File: config.mk
export PLATFORM = sky130hd
export DESIGN_NAME = alu_resp_unit
export DESIGN_NICKNAME = d
export VERILOG_FILES = /design/src/rtl/alu_resp_unit.sv
export SDC_FILE = /design/constraint.sdc
export NUM_CORES = 1
export LEC_CHECK = 0
export ABC_CLOCK_PERIOD_IN_PS = 9900
export CAP_MARGIN = 10
export CORE_ASPECT_RATIO = 1.1
export CORE_UTILIZATION = 30
export CTS_CLUSTER_SIZE = 8
export DETAILED_ROUTE_END_ITERATION = 7
export PLACE_DENSITY_LB_ADDON = 0.2
export SLEW_MARGIN = 20
export SYNTH_ARGS = -nofsm -noshare
export SYNTH_HDL_FRONTEND = slang
export SYNTH_SLANG_ARGS = --single-unit
File: constraint.sdc
create_clock -name clk -period 9.9 [get_ports clk]
set_input_delay 1.98 -clock clk [delete_from_list [all_inputs] [get_ports clk]]
set_output_delay 1.98 -clock clk [all_outputs]
set_load 0.01 [all_outputs]
File: src/rtl/alu_resp_unit.sv
// alu_resp_unit: handshaked ALU responder.
// Requests are captured into stage S1. The ALU result is computed
// combinationally from S1 and pushed into a small in-order response FIFO.
// The FIFO exerts full backpressure on the request side.
//
// Handshake rule: a transfer happens on a rising edge where valid && ready.
// - A producer holds valid and its payload stable until the transfer.
// - ready never depends on valid on the same channel.
// - Response payload is held stable while rsp_valid && !rsp_ready.
module alu_resp_unit #(
    parameter int WIDTH = 32,
    parameter int DEPTH = 2
) (
    input  logic             clk,
    input  logic             rst,
    input  logic             req_valid,
    output logic             req_ready,
    input  logic [WIDTH-1:0] req_a,
    input  logic [WIDTH-1:0] req_b,
    input  logic [2:0]       req_op,
    output logic             rsp_valid,
    input  logic             rsp_ready,
    output logic [WIDTH-1:0] rsp_res,
    output logic             rsp_zero,
    output logic             rsp_err,
    output logic [15:0]      op_count
);

    localparam int PTR_W = (DEPTH > 1) ? $clog2(DEPTH) : 1;
    localparam int CNT_W = $clog2(DEPTH + 1);
    localparam int ENT_W = WIDTH + 2;

    localparam logic [2:0] OP_AND = 3'b000;
    localparam logic [2:0] OP_OR  = 3'b001;
    localparam logic [2:0] OP_ADD = 3'b010;
    localparam logic [2:0] OP_SUB = 3'b011;
    localparam logic [2:0] OP_SLT = 3'b111;

    // Stage S1
    logic             s1_valid;
    logic [WIDTH-1:0] s1_a;
    logic [WIDTH-1:0] s1_b;
    logic [2:0]       s1_op;

    // ALU outputs
    logic [WIDTH-1:0] alu_res;
    logic             alu_zero;
    logic             alu_err;

    // Response FIFO entries are packed as {res, zero, err}
    logic [ENT_W-1:0] q_mem [DEPTH];
    logic [PTR_W-1:0] wr_ptr;
    logic [PTR_W-1:0] rd_ptr;
    logic [CNT_W-1:0] count;
    logic [ENT_W-1:0] head;

    logic pop;
    logic push;
    logic slot_free;
    logic s1_advance;
    logic accept;

    // Circular pointer advance that also works for non-power-of-two depths
    function automatic logic [PTR_W-1:0] ptr_inc(input logic [PTR_W-1:0] p);
        if (p == PTR_W'(DEPTH - 1)) begin
            return '0;
        end
        return p + PTR_W'(1);
    endfunction

    // A slot counts as free when the head leaves on the same edge,
    // so a full queue still takes one entry per cycle while draining.
    assign pop        = rsp_valid && rsp_ready;
    assign slot_free  = (count < CNT_W'(DEPTH)) || pop;
    assign s1_advance = s1_valid && slot_free;
    assign push       = s1_advance;
    assign req_ready  = !s1_valid || s1_advance;
    assign accept     = req_valid && req_ready;

    // ALU on the S1 operands; illegal opcodes yield result 0 with err set
    always_comb begin
        alu_res = '0;
        alu_err = 1'b0;
        case (s1_op)
            OP_AND:  alu_res = s1_a & s1_b;
            OP_OR:   alu_res = s1_a | s1_b;
            OP_ADD:  alu_res = s1_a + s1_b;
            OP_SUB:  alu_res = s1_a - s1_b;
            OP_SLT:  alu_res = {{(WIDTH-1){1'b0}}, ($signed(s1_a) < $signed(s1_b))};
            default: alu_err = 1'b1;
        endcase
        alu_zero = (alu_res == '0);
    end

    // S1 capture: load on accept, drain into the queue on advance
    always_ff @(posedge clk) begin
        if (!rst) begin
            s1_valid <= 1'b0;
            s1_a     <= '0;
            s1_b     <= '0;
            s1_op    <= '0;
        end else begin
            if (accept) begin
                s1_valid <= 1'b1;
                s1_a     <= req_a;
                s1_b     <= req_b;
                s1_op    <= req_op;
            end else if (s1_advance) begin
                s1_valid <= 1'b0;
            end
        end
    end

    // Queue storage; contents are don't-care while the slot is empty
    always_ff @(posedge clk) begin
        if (push) begin
            q_mem[wr_ptr] <= {alu_res, alu_zero, alu_err};
        end
    end

    // Queue pointers, occupancy and the completed-response counter
    always_ff @(posedge clk) begin
        if (!rst) begin
            wr_ptr   <= '0;
            rd_ptr   <= '0;
            count    <= '0;
            op_count <= '0;
        end else begin
            if (push) begin
                wr_ptr <= ptr_inc(wr_ptr);
            end
            if (pop) begin
                rd_ptr   <= ptr_inc(rd_ptr);
                op_count <= op_count + 16'd1;
            end
            case ({push, pop})
                2'b10:   count <= count + CNT_W'(1);
                2'b01:   count <= count - CNT_W'(1);
                default: count <= count;
            endcase
        end
    end

    // Head of queue drives the response; all-zero while empty
    always_comb begin
        head      = q_mem[rd_ptr];
        rsp_valid = (count != '0);
        rsp_res   = '0;
        rsp_zero  = 1'b0;
        rsp_err   = 1'b0;
        if (rsp_valid) begin
            rsp_res  = head[ENT_W-1:2];
            rsp_zero = head[1];
            rsp_err  = head[0];
        end
    end

endmodule

==> impl_metrics.sql <==
INSERT INTO impl_metrics (metric_group, metric, value, unit) VALUES
('status', 'status', 'complete, no violations', ''),
('global_route', 'maximum_number_of_pins_on_one_net_before_global_route_repair', '90', ''),
('detailed_routing', 'detail_route.wirelength', '35160', 'um'),
('synth', 'syn_avg_cell_area', '8.250', 'sq um'),
('floorplan', 'start_util', '30.60', '%'),
('timing', 'final_min_period_over_clock_period', '54.16', '%'),
('detailed_routing', 'drt_first_iter_violations', '646', ''),
('timing', 'slew_headroom', '26.12', '%'),
('synth', 'post_synth_xor_area_fraction', '2.991', '%'),
('synth', 'synth_top_family_by_area', 'compound AO/OA/AOI/OAI gates', ''),
('clock_network', 'clock_latency', '0.45', 'ns'),
('timing', 'post-route-min-period', '5.362', 'ns'),
('clock_network', 'ctsHtreeMaxLevel', '4', ''),
('worst_setup_path', 'critPathCaptureType', 'output port', ''),
('detailed_routing', 'route.detailed.wl_per_inst', '17.90', 'um'),
('finish', 'layout.cells.most_common', 'sky130_fd_sc_hd__nand2_1', ''),
('clock_network', 'cts.path.max_buffers', '2', ''),
('timing', 'actual_slew_at_the_worst_max_slew_pin', '1.108', 'ns'),
('timing', 'hold_violations', '0', ''),
('floorplan', 'io_pins', '123', ''),
('timing', 'setup_violations', '0', ''),
('worst_setup_path', 'cp_max_fo', '4', ''),
('synth', 'yosys.area_share.simple', '19.80', '%'),
('power_and_ir_drop', 'cellLeakagePower', '4.966', 'nW'),
('global_route', 'grt_pass1_wl', '55670', 'um'),
('clock_network', 'cts_root_buffer', 'sky130_fd_sc_hd__clkbuf_16', ''),
('timing', 'fin_skew', '0.02000', 'ns'),
('synth', 'synth_seq_cells', '157', ''),
('detailed_routing', 'drt-pass1-iter-count', '5', ''),
('detailed_routing', 'via_count', '10070', ''),
('worst_setup_path', 'cp_data_arrival_time', '3.38', 'ns'),
('synth', 'postSynth.asyncResetShare', '0', '%'),
('flow_run', 'timing.max_cap.violations', '0', ''),
('timing', 'fin_tns_setup', '0', 'ns'),
('finish', 'num_antenna_cells', '0', ''),
('detailed_routing', 'post-route-drc-count', '0', ''),
('timing', 'grt_setup_unrepaired', 'false', ''),
('synth', 'synth_fa_ha_area_share', '11.42', '%'),
('synth', 'netlist_area', '11420', 'sq um'),
('worst_setup_path', 'cp.required', '7.92', 'ns'),
('synth', 'synthFlopType', 'sky130_fd_sc_hd__dfxtp_1', ''),
('floorplan', 'die_outline_area', '38850', 'sq um'),
('power_and_ir_drop', 'power_density', '158.0', 'nW/um^2'),
('synth', 'synthDistinctLibCells', '75', ''),
('placement', 'place_hpwl', '26130', 'um'),
('detailed_routing', 'detail-route-antenna-nets', '0', ''),
('synth', 'synthesis.yosys.warnings', '0', ''),
('floorplan', 'site_rows', '74', ''),
('finish', 'finish.utilization', '36.42', '%'),
('placement', 'post-place-cells', '1932', ''),
('timing', 'fmaxAchievable', '186.5', 'MHz'),
('clock_network', 'clk_pin_slew', '0.07', 'ns'),
('power_and_ir_drop', 'power.ir.vdd_worst', '121.0', 'uV'),
('synth', 'synth_edf_count', '68', ''),
('synth', 'share_of_synthesized_area_spent_on_multiplexers', '4.361', '%'),
('synth', 'portion_of_the_post_synthesis_area_used_by_sequential_elements', '33.49', '%'),
('finish', 'num-fill-cells', '3938', ''),
('finish', 'register_area', '3826', 'sq um'),
('finish', 'flow.area_growth_from_synthesis', '19.01', '%'),
('finish', 'multiInputGateArea', '6867', 'sq um'),
('synth', 'synth_area_in_compound_gates', '21.49', '%'),
('clock_network', 'postCtsSetupRepairBufs', '0', ''),
('global_route', 'antenna_violations_before_repair', '0', ''),
('clock_network', 'tritoncts_num_sinks', '157', ''),
('finish', 'fin_nets', '1631', ''),
('global_route', 'grt_overflow_total', '0', ''),
('finish', 'layout_common_cells', 'sky130_fd_sc_hd__nand2_1 (200), sky130_fd_sc_hd__nor2_1 (131), sky130_fd_sc_hd__clkdlybuf4s50_1 (121)', ''),
('synth', 'syn_nets', '1558', ''),
('clock_network', 'cts_buffers', '17', ''),
('clock_network', 'cts_tree', 'built', ''),
('clock_network', 'cts-hold-fix-buffers', '0', '');
-- through the flow --
step                      setup WS [ns]  power, mW  hold WS [ns]  area (sq um)
after floorplan                   5.720      1.200        0.4603         11420
after global placement            4.516      1.479        0.4785         13010
after detailed placement          4.537      1.489        0.4821         13010
after CTS                         4.519      2.171        0.4935         13590
after global routing              4.486      2.261        0.5102         13590
final                             4.538      2.147        0.4864         13590
-- registers in the layout (all words and copies together), names as in the netlist, named ones only --
register,cells
s1_b,32
q_mem,68
wr_ptr,1
rd_ptr,1
s1_op,3
s1_a,32
s1_valid,1
count,2
op_count,16
-- cell type report --
type,count,share of cell area [%]
inverters,105,2.900
well taps,494,4.548
clock inverters,13,0.9023
repair buffers,134,9.612
clock buffers,19,3.351
flip-flops and latches,157,28.16
multi-input cells,1042,50.53
-- logic make-up (layout without fill, tap and decap cells) --
family | Yosys count | in the layout
XOR/XNOR | 39 | 39
AO/OA/AOI/OAI | 358 | 358
flip-flops | 157 | 157
AND/OR/NAND/NOR | 494 | 494
buffers and inverters | 185 | 271
multiplexers | 48 | 48
adder cells (fa/ha/maj) | 103 | 103
-- power breakdown --
part           leakage (nW)  internal (mW)  switching [mW]
Combinational          3.31          0.311           0.380
Sequential             1.37          0.722          0.0580
Clock                 0.285          0.349           0.327
-- Yosys cell counts, drive strengths merged, types with 19 or more instances --
cell type	count	area, sq um
edfxtp	68	2042
and2	21	131.4
clkbuf	47	176.4
nor3	25	125.1
a21boi	74	555.5
xnor2	33	289.0
buf	33	166.4
nor2b	19	118.9
nand2	201	754.5
ha	101	1264
o21ai	66	330.3
nor2	133	499.2
mux2i	43	430.4
inv	105	394.1
dfxtp	89	1782
a211oi	22	175.2
a21oi	68	340.3
-- worst paths after layout --
check	start	end	slack (ns)	cells past startpoint
setup / recovery	rsp_ready	req_ready	4.54	3
hold / removal	s1_b[23]	s1_b[23]	0.49	2
setup reg to reg	s1_op[0]	q_mem[0][1]	5.39	12
hold reg to reg	s1_b[23]	s1_b[23]	0.49	2
-- worst max-delay path, cell delays in order --
cell and delay [ns]:
sky130_fd_sc_hd__clkdlybuf4s50_1 0.49, sky130_fd_sc_hd__nand3b_1 0.28, sky130_fd_sc_hd__clkdlybuf4s50_1 0.63
-- per-layer routing --
layer	up-vias	global-route usage (%)	routed length, um
met3	46	2.756	1719
li1	4987	-	-
met1	4742	25.87	17360
met5	-	0	0
met4	0	6.156	771
met2	292	28.72	15310
Power figures use the tool's default switching activity.
